`config.mk`:
```
export PLATFORM = sky130hd
export DESIGN_NAME = dll_rx_lcrc_ctrl_flat
export DESIGN_NICKNAME = d
export VERILOG_FILES = /design/src/rtl/dll_pkg.sv /design/src/rtl/dll_rx_lcrc_ctrl_if.sv /design/src/rtl/dll_rx_buf.sv /design/src/rtl/dll_rx_lcrc_ctrl.sv /design/src/flat_wrapper.sv
export SDC_FILE = /design/constraint.sdc
export NUM_CORES = 2
export LEC_CHECK = 0
export CAP_MARGIN = 20
export CORE_MARGIN = 3
export CORE_UTILIZATION = 41
export DETAILED_ROUTE_END_ITERATION = 12
export GPL_ROUTABILITY_DRIVEN = 1
export PLACE_DENSITY_LB_ADDON = 0.25
export SYNTH_ARGS = -nofsm -noshare
export SYNTH_HDL_FRONTEND = slang
export SYNTH_HIERARCHICAL = 1
export SYNTH_SLANG_ARGS = --single-unit
```
`constraint.sdc`:
```
create_clock -name clk -period 5.93 [get_ports clk]
set_input_delay 0.8895 -clock clk [delete_from_list [all_inputs] [get_ports clk]]
set_output_delay 0.8895 -clock clk [all_outputs]
set_load 0.01 [all_outputs]
```
`src/rtl/dll_pkg.sv`:
```
// rtl/dll_pkg.sv - shared constants, FSM state type and LCRC helper for the DLL receive path
package dll_pkg;

   localparam logic [31:0] CRC32_POLY_REFL = 32'hEDB88320;
   localparam logic [31:0] CRC32_INIT      = 32'hFFFFFFFF;

   typedef enum logic [1:0] {
      S_IDLE  = 2'd0,
      S_DATA  = 2'd1,
      S_DROP  = 2'd2,
      S_CHECK = 2'd3
   } state_t;

   // Reflected CRC-32 over one full 32-bit word, LSB (byte 0, bit 0) first.
   function automatic logic [31:0] crc32_word(input logic [31:0] crc, input logic [31:0] data);
      logic [31:0] c;
      c = crc ^ data;
      for (int i = 0; i < 32; i++) begin
         c = c[0] ? ((c >> 1) ^ CRC32_POLY_REFL) : (c >> 1);
      end
      return c;
   endfunction

endpackage

```
`src/rtl/dll_rx_lcrc_ctrl_if.sv`:
```
// rtl/dll_rx_lcrc_ctrl_if.sv - upstream word stream, downstream TLP stream and ACK/NAK pulse bundle
interface dll_rx_lcrc_ctrl_if #(
   parameter int SEQ_W = 12
) ();

   logic             in_valid;
   logic             in_ready;
   logic [31:0]      in_data;
   logic             in_sop;
   logic             in_eop;

   logic             out_valid;
   logic             out_ready;
   logic [31:0]      out_data;
   logic             out_sop;
   logic             out_eop;

   logic             ack_valid;
   logic             ack_nak;
   logic [SEQ_W-1:0] ack_seq;

   // Environment side: deframer plus receive queue plus ACK scheduler.
   modport master (
      output in_valid, in_data, in_sop, in_eop, out_ready,
      input  in_ready, out_valid, out_data, out_sop, out_eop,
      input  ack_valid, ack_nak, ack_seq
   );

   // Controller side.
   modport slave (
      input  in_valid, in_data, in_sop, in_eop, out_ready,
      output in_ready, out_valid, out_data, out_sop, out_eop,
      output ack_valid, ack_nak, ack_seq
   );

endinterface

```
`src/rtl/dll_rx_buf.sv`:
```
// rtl/dll_rx_buf.sv - store-and-forward payload buffer with speculative write, commit and rollback
module dll_rx_buf #(
   parameter int DEPTH = 64
) (
   input  logic        clk,
   input  logic        reset_n,
   input  logic        wr_en,
   input  logic [31:0] wr_data,
   input  logic        mark_eop,
   input  logic        commit,
   input  logic        rollback,
   input  logic        rd_ready,
   output logic        rd_valid,
   output logic [31:0] rd_data,
   output logic        rd_sop,
   output logic        rd_eop,
   output logic        full,
   output logic        has_payload,
   output logic        drained
);

   localparam int AW = $clog2(DEPTH);
   localparam int PW = AW + 1;
   localparam logic [PW-1:0] PTR_ONE = PW'(1);

   logic [31:0]    mem [DEPTH];
   logic [DEPTH-1:0] eop_bits;
   logic [PW-1:0]  wr_ptr;
   logic [PW-1:0]  commit_ptr;
   logic [PW-1:0]  rd_ptr;
   logic [PW-1:0]  wr_last;
   logic           first_flag;
   logic           rd_en;

   assign wr_last     = wr_ptr - PTR_ONE;
   assign rd_valid    = (rd_ptr != commit_ptr);
   assign rd_en       = rd_valid & rd_ready;
   assign rd_data     = rd_valid ? mem[rd_ptr[AW-1:0]] : 32'd0;
   assign rd_eop      = rd_valid & eop_bits[rd_ptr[AW-1:0]];
   assign rd_sop      = rd_valid & first_flag;
   assign full        = (wr_ptr[AW] != rd_ptr[AW]) && (wr_ptr[AW-1:0] == rd_ptr[AW-1:0]);
   assign has_payload = (wr_ptr != commit_ptr);
   assign drained     = (commit_ptr == rd_ptr);

   // Storage: payload writes clear the eop flag; the eop word later tags the previous entry.
   always_ff @(posedge clk) begin
      if (wr_en) begin
         mem[wr_ptr[AW-1:0]]      <= wr_data;
         eop_bits[wr_ptr[AW-1:0]] <= 1'b0;
      end else if (mark_eop) begin
         eop_bits[wr_last[AW-1:0]] <= 1'b1;
      end
   end

   // Pointer bookkeeping; rollback discards everything written since the last commit.
   always_ff @(posedge clk or negedge reset_n) begin
      if (!reset_n) begin
         wr_ptr     <= '0;
         commit_ptr <= '0;
         rd_ptr     <= '0;
         first_flag <= 1'b1;
      end else begin
         if (rollback)   wr_ptr <= commit_ptr;
         else if (wr_en) wr_ptr <= wr_ptr + PTR_ONE;
         if (commit)     commit_ptr <= wr_ptr;
         if (rd_en) begin
            rd_ptr     <= rd_ptr + PTR_ONE;
            first_flag <= rd_eop;
         end
      end
   end

endmodule

```
`src/rtl/dll_rx_lcrc_ctrl.sv`:
```
// rtl/dll_rx_lcrc_ctrl.sv - receive DLL controller: LCRC/sequence check, commit/discard, ACK/NAK
module dll_rx_lcrc_ctrl
   import dll_pkg::*;
#(
   parameter int DEPTH = 64,
   parameter int SEQ_W = 12
) (
   input  logic               clk,
   input  logic               reset_n,
   dll_rx_lcrc_ctrl_if.slave  bus,
   output logic [15:0]        crc_err_cnt
);

   localparam logic [SEQ_W-1:0] SEQ_ONE = SEQ_W'(1);

   state_t           state;
   logic [31:0]      crc_reg;
   logic [SEQ_W-1:0] seq_reg;
   logic [SEQ_W-1:0] expected_seq;
   logic             fail_flag;
   logic             crc_ok;

   logic accept;
   logic wr_en;
   logic mark_eop;
   logic commit;
   logic rollback;
   logic full;
   logic has_payload;
   logic drained;

   // Upstream ready: the check cycle is the one bubble per packet; S_DATA stalls on full.
   always_comb begin
      bus.in_ready = 1'b0;
      case (state)
         S_IDLE:  bus.in_ready = 1'b1;
         S_DATA:  bus.in_ready = !full;
         S_DROP:  bus.in_ready = 1'b1;
         default: bus.in_ready = 1'b0;
      endcase
   end

   assign accept   = bus.in_valid & bus.in_ready;
   assign wr_en    = (state == S_DATA) && accept && !bus.in_eop;
   assign mark_eop = (state == S_DATA) && accept && bus.in_eop && has_payload;
   assign commit   = (state == S_CHECK) && !fail_flag && crc_ok && (seq_reg == expected_seq);
   assign rollback = (state == S_CHECK) && !commit;

   dll_rx_buf #(.DEPTH(DEPTH)) u_buf (
      .clk         (clk),
      .reset_n     (reset_n),
      .wr_en       (wr_en),
      .wr_data     (bus.in_data),
      .mark_eop    (mark_eop),
      .commit      (commit),
      .rollback    (rollback),
      .rd_ready    (bus.out_ready),
      .rd_valid    (bus.out_valid),
      .rd_data     (bus.out_data),
      .rd_sop      (bus.out_sop),
      .rd_eop      (bus.out_eop),
      .full        (full),
      .has_payload (has_payload),
      .drained     (drained)
   );

   // Packet FSM with registered ACK/NAK outputs and the LCRC accumulator.
   always_ff @(posedge clk or negedge reset_n) begin
      if (!reset_n) begin
         state         <= S_IDLE;
         crc_reg       <= CRC32_INIT;
         seq_reg       <= '0;
         expected_seq  <= '0;
         fail_flag     <= 1'b0;
         crc_ok        <= 1'b0;
         crc_err_cnt   <= 16'd0;
         bus.ack_valid <= 1'b0;
         bus.ack_nak   <= 1'b0;
         bus.ack_seq   <= '0;
      end else begin
         bus.ack_valid <= 1'b0;
         case (state)
            S_IDLE: begin
               if (accept && bus.in_sop) begin
                  seq_reg   <= bus.in_data[SEQ_W-1:0];
                  crc_reg   <= crc32_word(crc_reg, bus.in_data);
                  crc_ok    <= 1'b0;
                  fail_flag <= bus.in_eop;
                  state     <= bus.in_eop ? S_CHECK : S_DATA;
               end
            end
            S_DATA: begin
               if (accept) begin
                  if (!bus.in_eop) begin
                     crc_reg <= crc32_word(crc_reg, bus.in_data);
                  end else begin
                     crc_ok <= (~crc_reg == bus.in_data);
                     if (!has_payload) fail_flag <= 1'b1;
                     state <= S_CHECK;
                  end
               end else if (full && drained) begin
                  // Nothing left to read yet the buffer is full: the packet can never fit.
                  fail_flag <= 1'b1;
                  state     <= S_DROP;
               end
            end
            S_DROP: begin
               if (accept && bus.in_eop) state <= S_CHECK;
            end
            default: begin
               bus.ack_valid <= 1'b1;
               if (commit) begin
                  bus.ack_nak  <= 1'b0;
                  bus.ack_seq  <= seq_reg;
                  expected_seq <= expected_seq + SEQ_ONE;
               end else begin
                  bus.ack_nak <= fail_flag || !crc_ok;
                  bus.ack_seq <= expected_seq - SEQ_ONE;
               end
               if (!fail_flag && !crc_ok && (crc_err_cnt != 16'hFFFF)) begin
                  crc_err_cnt <= crc_err_cnt + 16'd1;
               end
               crc_reg <= CRC32_INIT;
               state   <= S_IDLE;
            end
         endcase
      end
   end

endmodule

```
`src/flat_wrapper.sv`:
```
// flat-port wrapper written by rule: the top's interface ports become plain ports
module dll_rx_lcrc_ctrl_flat import dll_pkg::*;
#(
   parameter int DEPTH = 64,
   parameter int SEQ_W = 12
)
  (clk, reset_n, crc_err_cnt, bus_in_valid, bus_in_data, bus_in_sop, bus_in_eop, bus_out_ready, bus_in_ready, bus_out_valid, bus_out_data, bus_out_sop, bus_out_eop, bus_ack_valid, bus_ack_nak, bus_ack_seq);
  dll_rx_lcrc_ctrl_if #(.SEQ_W(SEQ_W)) bus_i ();
  input  logic clk;
  input  logic reset_n;
  output logic [15:0] crc_err_cnt;
  input wire logic [$bits(bus_i.in_valid)-1:0] bus_in_valid;
  input wire logic [$bits(bus_i.in_data)-1:0] bus_in_data;
  input wire logic [$bits(bus_i.in_sop)-1:0] bus_in_sop;
  input wire logic [$bits(bus_i.in_eop)-1:0] bus_in_eop;
  input wire logic [$bits(bus_i.out_ready)-1:0] bus_out_ready;
  output wire logic [$bits(bus_i.in_ready)-1:0] bus_in_ready;
  output wire logic [$bits(bus_i.out_valid)-1:0] bus_out_valid;
  output wire logic [$bits(bus_i.out_data)-1:0] bus_out_data;
  output wire logic [$bits(bus_i.out_sop)-1:0] bus_out_sop;
  output wire logic [$bits(bus_i.out_eop)-1:0] bus_out_eop;
  output wire logic [$bits(bus_i.ack_valid)-1:0] bus_ack_valid;
  output wire logic [$bits(bus_i.ack_nak)-1:0] bus_ack_nak;
  output wire logic [$bits(bus_i.ack_seq)-1:0] bus_ack_seq;
  assign bus_i.in_valid = bus_in_valid;
  assign bus_i.in_data = bus_in_data;
  assign bus_i.in_sop = bus_in_sop;
  assign bus_i.in_eop = bus_in_eop;
  assign bus_i.out_ready = bus_out_ready;
  assign bus_in_ready = bus_i.in_ready;
  assign bus_out_valid = bus_i.out_valid;
  assign bus_out_data = bus_i.out_data;
  assign bus_out_sop = bus_i.out_sop;
  assign bus_out_eop = bus_i.out_eop;
  assign bus_ack_valid = bus_i.ack_valid;
  assign bus_ack_nak = bus_i.ack_nak;
  assign bus_ack_seq = bus_i.ack_seq;
  dll_rx_lcrc_ctrl #(.DEPTH(DEPTH), .SEQ_W(SEQ_W)) u_core (.clk(clk), .reset_n(reset_n), .bus(bus_i), .crc_err_cnt(crc_err_cnt));
endmodule
```
Word-level counts from Yosys, hierarchy flattened --
Memories as Yosys holds them, arrays and structs flattened. Index checks and enable logic that the tools add are counted.
Operators by class: bitwise gates (word level) 43, muxes and demuxes 70, eq/ne operators 19, add/subtract/negate cells 6, $lt $le $gt $ge 5, reduce and logical (&&, ||, !) cells 35
Operators with widths (count):
- 2-to-1 mux 32 bit | 36
- inverter 13 -> 14 bit | 32
- 2-to-1 mux 64 bit | 2
- case mux 32 bit (3 select lines) | 1
- AND 64 bit | 1
- inverter 64 bit | 1
- OR 64 bit | 1
- equality test 32 bit | 1
- inverter 32 bit | 1
- bitwise XOR 32 bit | 1
- less-than comparator 6 x 7 -> 1 bit (second input constant) | 3
- adder 16 x 1 -> 16 bit (second input constant) | 1
- logical AND 1 bit | 16
- != test 16 bit (second input constant) | 1
- 2-to-1 mux 1 bit | 15
- adder 7 x 1 -> 7 bit (second input constant) | 2
- 2-to-1 mux 7 bit | 2
- != test 7 bit | 2
- adder 12 x 1 -> 12 bit (second input constant) | 1
- demux 1 bit (select 6 bit) | 2
- equality test 12 bit | 1
- greater-or-equal comparator 6 x 1 -> 1 bit (second input constant) | 2
- 2-to-1 mux 12 bit | 1
- 2-to-1 mux 2 bit | 6
- 25 further kinds | 46
Word-level totals: bits of input ports 38, memories kept 1, output and inout port bits 66, register bits after elaboration 176, word-level logic and storage cells 194, memory bits (writable) 2048
Memories:
- u_core.u_buf.mem | depth 64, width 32, read ports 1, clocked after Yosys merged registers in 0, write ports 1, line dll_rx_buf.sv:26 | logic [31:0] mem [DEPTH];

Logic depth before layout (Yosys ltp) --
depth in word-level cells 68, depth in mapped cells 19, mapped depth without buffers 12

Cells and area by module --
Netlist, hierarchy kept.
By module, submodules not included:
- dll_rx_buf | instances 1, seq. area each 63972.6 µm², cells each 3636, area each 82775.6 µm²
- dll_rx_lcrc_ctrl | instances 1, seq. area each 2292.2 µm², cells each 664, area each 7568.5 µm²

Worst setup path after synthesis --
No wires, ideal clock.
kind reg-to-reg, from reg u_core.u_buf.rd_ptr[2], to mem u_core.u_buf.mem[27][0] (enable), buffers on the path 7, path slack 783 ps, period minus slack after synthesis 5147 ps, data arrival time 4726 ps, library setup time 421 ps, cell stages (with the launch flop) 18, required time 5509 ps, path through dfrtp_1 buf_2 buf_2 buf_2 clkbuf_1 xnor2_1 nand4_1 nor4_1 nand2b_1 a21oi_1 and2_0 clkbuf_1 nand2_1 nor2_1 clkbuf_1 nand3_1 clkbuf_1 nor2_1
Between the ends: longest elaborated chain between the ends 9
Ends and longest elaborated chain:
- start: declaration | line dll_rx_buf.sv:30 | logic [PW-1:0] rd_ptr;
- start signal: assignment | line dll_rx_buf.sv:67 | rd_ptr <= rd_ptr + PTR_ONE;
- equality test 6 bit | line dll_rx_buf.sv:41 | assign full = (wr_ptr[AW] != rd_ptr[AW]) && (wr_ptr[AW-1:0] == rd_ptr[AW-1:0]);
- logical AND 1 bit | line dll_rx_buf.sv:41
- net u_core.full | line dll_rx_lcrc_ctrl.sv:28 | logic full;
- zero test 1 bit | line dll_rx_lcrc_ctrl.sv:37 | S_DATA: bus.in_ready = !full;
- case mux 1 bit (2 select lines) | line dll_rx_lcrc_ctrl.sv:35 | case (state)
- net bus_in_ready | line flat_wrapper.sv:17 | output wire logic [$bits(bus_i.in_ready)-1:0] bus_in_ready;
- AND 1 bit | line dll_rx_lcrc_ctrl.sv:43 | assign accept = bus.in_valid & bus.in_ready;
- logical AND 1 bit (2 in series) | line dll_rx_lcrc_ctrl.sv:44 | assign wr_en = (state == S_DATA) && accept && !bus.in_eop;
- net u_core.wr_en | line dll_rx_lcrc_ctrl.sv:24 | logic wr_en;
- 2-to-1 mux 1 bit | line dll_rx_buf.sv:47 | if (wr_en) begin
- 2-to-1 mux 1 bit (implied by the code) | line dll_rx_buf.sv:48 | mem[wr_ptr[AW-1:0]] <= wr_data;
- end: declaration | line dll_rx_buf.sv:26
The timed path passes the listed nets, and every way through them passes these cells.

Worst setup path after layout --
from reg u_core.u_buf.rd_ptr[1], to out bus_out_data[22]
Between the ends: longest elaborated chain between the ends 2, elaborated cells between the ends (all ways) 3, those cells by class eq/ne: 1; mux: 1; memory: 1
Ends and longest elaborated chain:
- memory (64 x 32 bit) or != test 7 bit (tied branches)
- 2-to-1 mux 32 bit (*) | line dll_rx_buf.sv:38 | assign rd_data = rd_valid ? mem[rd_ptr[AW-1:0]] : 32'd0;
- end: declaration | line flat_wrapper.sv:19 | output wire logic [$bits(bus_i.out_data)-1:0] bus_out_data;
Mark *: on every way between the ends. The rest lies on a longest branch, timed or not.

==> flow_summary.toml <==
[routing]
routedWlPerCell_um = 32.2
drt_iter0_markers = 5296
drtPass1Iterations = 6
via_per_inst = 5.89
wl_um = 247000
vias = 45128
drc = 0
ant_nets = 0

[timing]
finalMaxSlewViolations = 0
relSlewSlack_pct = 28.1
setup_viol = 0
period_minus_slack_ns = 5.79
tightest_slew_ns = 1.08
grt_setup_unrepaired = "false"
skew_ns = 0.0271
final_hold_viol_count = 0
finalWorstSetupSlack_ns = 0.143
setup_tns_ns = 0
fmax_mhz = 173
period_share_pct = 97.6

[setup_path]
cp_slowest_cell = "dfrtp_4"
cp_num_buf_inv = 3
worstPathArrival_ns = 4.90
crit_required_ns = 5.04
end_kind = "output port"
cp_common_cell = "mux4_2"
setup.worst_path.start_class = "flop"
critical_path.max_fanout = 73
r2r_setup_slack_ns = 1.42
cpPeakStageDelay_ns = 0.89
cpLargestDelayFamily = "buffers and inverters"
path_cells = "buf_12, buf_4, mux4_2, mux4_2, a22oi_1, o31ai_1, clkdlybuf4s50_1"
crit_type = "flop to output port"

[synthesis]
synth_seq_area_share_pct = 73.3
postSynthCellCount = 4300
async_flop_share_pct = 5.04
synth_nets = 4348
synthTopCellsByArea = "edfxtp_1 70%, mux4_2 15%, dfrtp_1 2.2%, xnor2_1 1.7%, xnor3_1 1.1%"
synth.distinct_cells = 72
ys_ff_latch = 2224
syn_area_per_cell_um2 = 21.0
synth_edf_count = 2112
synth_top_area_share_pct = 70.2
netlist_area_mm2 = 0.0903
yosysWarningCount = 6
yosysTopAreaCell = "edfxtp_1"
synth_flop_cell = "edfxtp_1"

[power]
p_comb_share_pct = 46.8
intPower_uw = 39600
switching_share_pct = 33.4
total_power_uw = 59500
power.switching_uw = 19900
peakVddDrop_uv = 1690
p_leak_uw = 0.0331
seqPwrFrac_pct = 30.0
clkPwrFrac_pct = 23.2
pwr_density_cell_mw_per_mm2 = 575

[finish]
largest_reg_flops = 2048
areaGrowthSynthToFinish_pct = 14.5
final_area_mm2 = 0.103
drive_above_1_share_pct = 28.4
nets = 4663

[clock_tree]
cts_root_buffer = "clkbuf_16"
cts_resized = 0
htree_levels = 4
cts_buffers = 220
postCtsSetupRepairBufs = 4
clk_pin_slew_worst_paths_ns = 0.06
cts.sinks = 2224
cts_tree = "built"
holdBufCountCts = 0
clock_path_buffers = 3
clkLatencyLatePin_ns = 0.87

[floorplanning]
pin_count = 104
die_area_mm2 = 0.226
initial_utilization_pct = 41.4
chipHeight_um = 475
fp-row-count = 171
die_w_um = 475
core_mm2 = 0.218

[placement]
routabilityCongestion = 0.880
post-dp-hpwl_um = 144000
place_area_mm2 = 0.0963
pre_cts_ws_ns = 0.941
port_buffers = 103

[run_status]
status = "complete, no violations"

[global_routing]
grt.overflow.total = 0
grt_pass1_wl_um = 350000
grt_usage_pct = 22.0
antenna_found_initial = 18
grt_max_degree = 75
grt_pass1_vias = 45543

[worst_hold_path]
worstHoldPathType = "input port to async pin"

[job]
drv_cap = 0
-- placed cells by master (no fill, tap or decap), types with 12 or more instances in the layout --
cell type and instances:
nor2_4 64, xnor2_2 20, o22ai_1 15, dfrtp_1 76, mux2i_1 34, and2_1 12
mux2_2 26, edfxtp_1 2112, bufinv_16 22, buf_2 32, xnor3_1 44, clkbuf_16 223
o21ai_0 137, nor4_1 13, inv_1 28, xor2_1 80, buf_12 35, xnor2_1 171
clkinv_1 63, clkinv_2 43, clkdlybuf4s50_1 70, clkbuf_1 30, mux4_2 613, a21oi_1 41
nand3_1 52, nor3_1 13, nand4_1 20, dfstp_2 33, a22oi_1 38, buf_4 184
nand2_1 138, nor2_1 93, o22a_1 14
-- stage by stage --
step | std cells | utilization [%] | hold slack, ns
2_1_floorplan | 4300 | - | 0.468
3_3_place_gp | 7242 | 44.1 | 0.463
3_5_place_dp | 7243 | 44.2 | 0.479
4_1_cts | 7654 | 47.4 | 0.00940
5_1_grt | 7656 | 47.5 | 0.0484
6_report | 7662 | 47.5 | 0.0310
-- worst reg2reg max path, cell delays in order (launching register included) --
cell	delay, ns
dfrtp_4	0.89
xor2_1	0.20
nor4_1	0.09
nand2b_1	0.15
a21oi_1	0.23
and2_0	0.31
nand2_1	0.14
nor2_1	0.14
buf_4	0.21
nor2b_1	0.32
nand2_1	0.45
nor2_4	0.66
buf_4	0.38
-- path summary, 6_finish.rpt --
kind | from | end | cells after the start
min in group clk | bus_in_data[18] | u_core/u_buf/mem[6][18]$_DFFE_PP_ | 1
setup / recovery | u_core/u_buf/rd_ptr[1]$_DFFE_PN0P_ | bus_out_data[22] | 7
hold / removal | reset_n | u_core/crc_err_cnt[12]$_DFFE_PN0P_ | 1
setup reg to reg | u_core/u_buf/rd_ptr[1]$_DFFE_PN0P_ | u_core/u_buf/mem[12][25]$_DFFE_PP_ | 12
hold reg to reg | u_core/bus.ack_nak$_DFFE_PN0P_ | u_core/bus.ack_nak$_DFFE_PN0P_ | 1
max in group asynchronous | reset_n | u_core/crc_err_cnt[11]$_DFFE_PN0P_ | 2
-- cell families (layout without fill, tap and decap cells) --
| kind of cell | Yosys count | in the layout | synth area share [%] |
|---|---|---|---|
| simple gates | 450 | 450 | 2.23 |
| compound gates | 341 | 341 | 2.43 |
| other cells | 0 | 8 | 0 |
| flops | 2224 | 2224 | 73.3 |
| xor+xnor | 341 | 341 | 4.54 |
| mux | 673 | 673 | 16.0 |
| fa+ha+maj | 10 | 10 | 0.138 |
| buf+inv | 261 | 761 | 1.34 |
-- cells in the mapped netlist (11+ instances only) --
master	count
a21oi_1	43
mux2_2	26
dfrtp_1	79
nand4_1	20
clkbuf_1	105
xnor2_2	20
a22oi_1	38
buf_1	37
nor2_1	157
nor2b_1	11
nand3_1	52
o22ai_1	15
xnor3_1	44
xnor2_1	171
buf_4	25
o21ai_0	137
nor3_1	14
xor2_1	80
and2_1	12
edfxtp_1	2112
o22a_1	14
nand2_1	138
dfstp_2	33
a211oi_1	14
mux4_2	613
buf_2	54
inv_1	28
mux2i_1	34
o221ai_1	11
nor4_1	13
-- routing by layer --
layer  vias up  GRT usage, %  routed length (um)
met5         -             0                  44
met4         8          5.63                5430
met3       312          3.62               18600
met2      1852          35.5              120000
met1     24556          31.3              102000
li1      18400             -                   -
-- power groups by stage --
stage | Clock [uW] | Sequential (uW) | Combinational [uW]
finish | 13800 | 17800 | 27900
detailed placement | 0 | 18200 | 27900
CTS | 14000 | 17800 | 28200
global route | 14600 | 17800 | 29600
global placement | 0 | 18200 | 28000
floorplan | 0 | 18000 | 20500
-- final cells by class --
cell class / count / area [um2]
fill: 17747 / 115000
timing repair buffer: 322 / 2970
tap: 2854 / 3570
clock buffer: 257 / 5750
multi-input combinational: 1815 / 23400
antenna: 8 / 20.0
inverter: 32 / 128
sequential: 2224 / 66300
clock inverter: 150 / 1360
(Power assumes the default switching activity.)
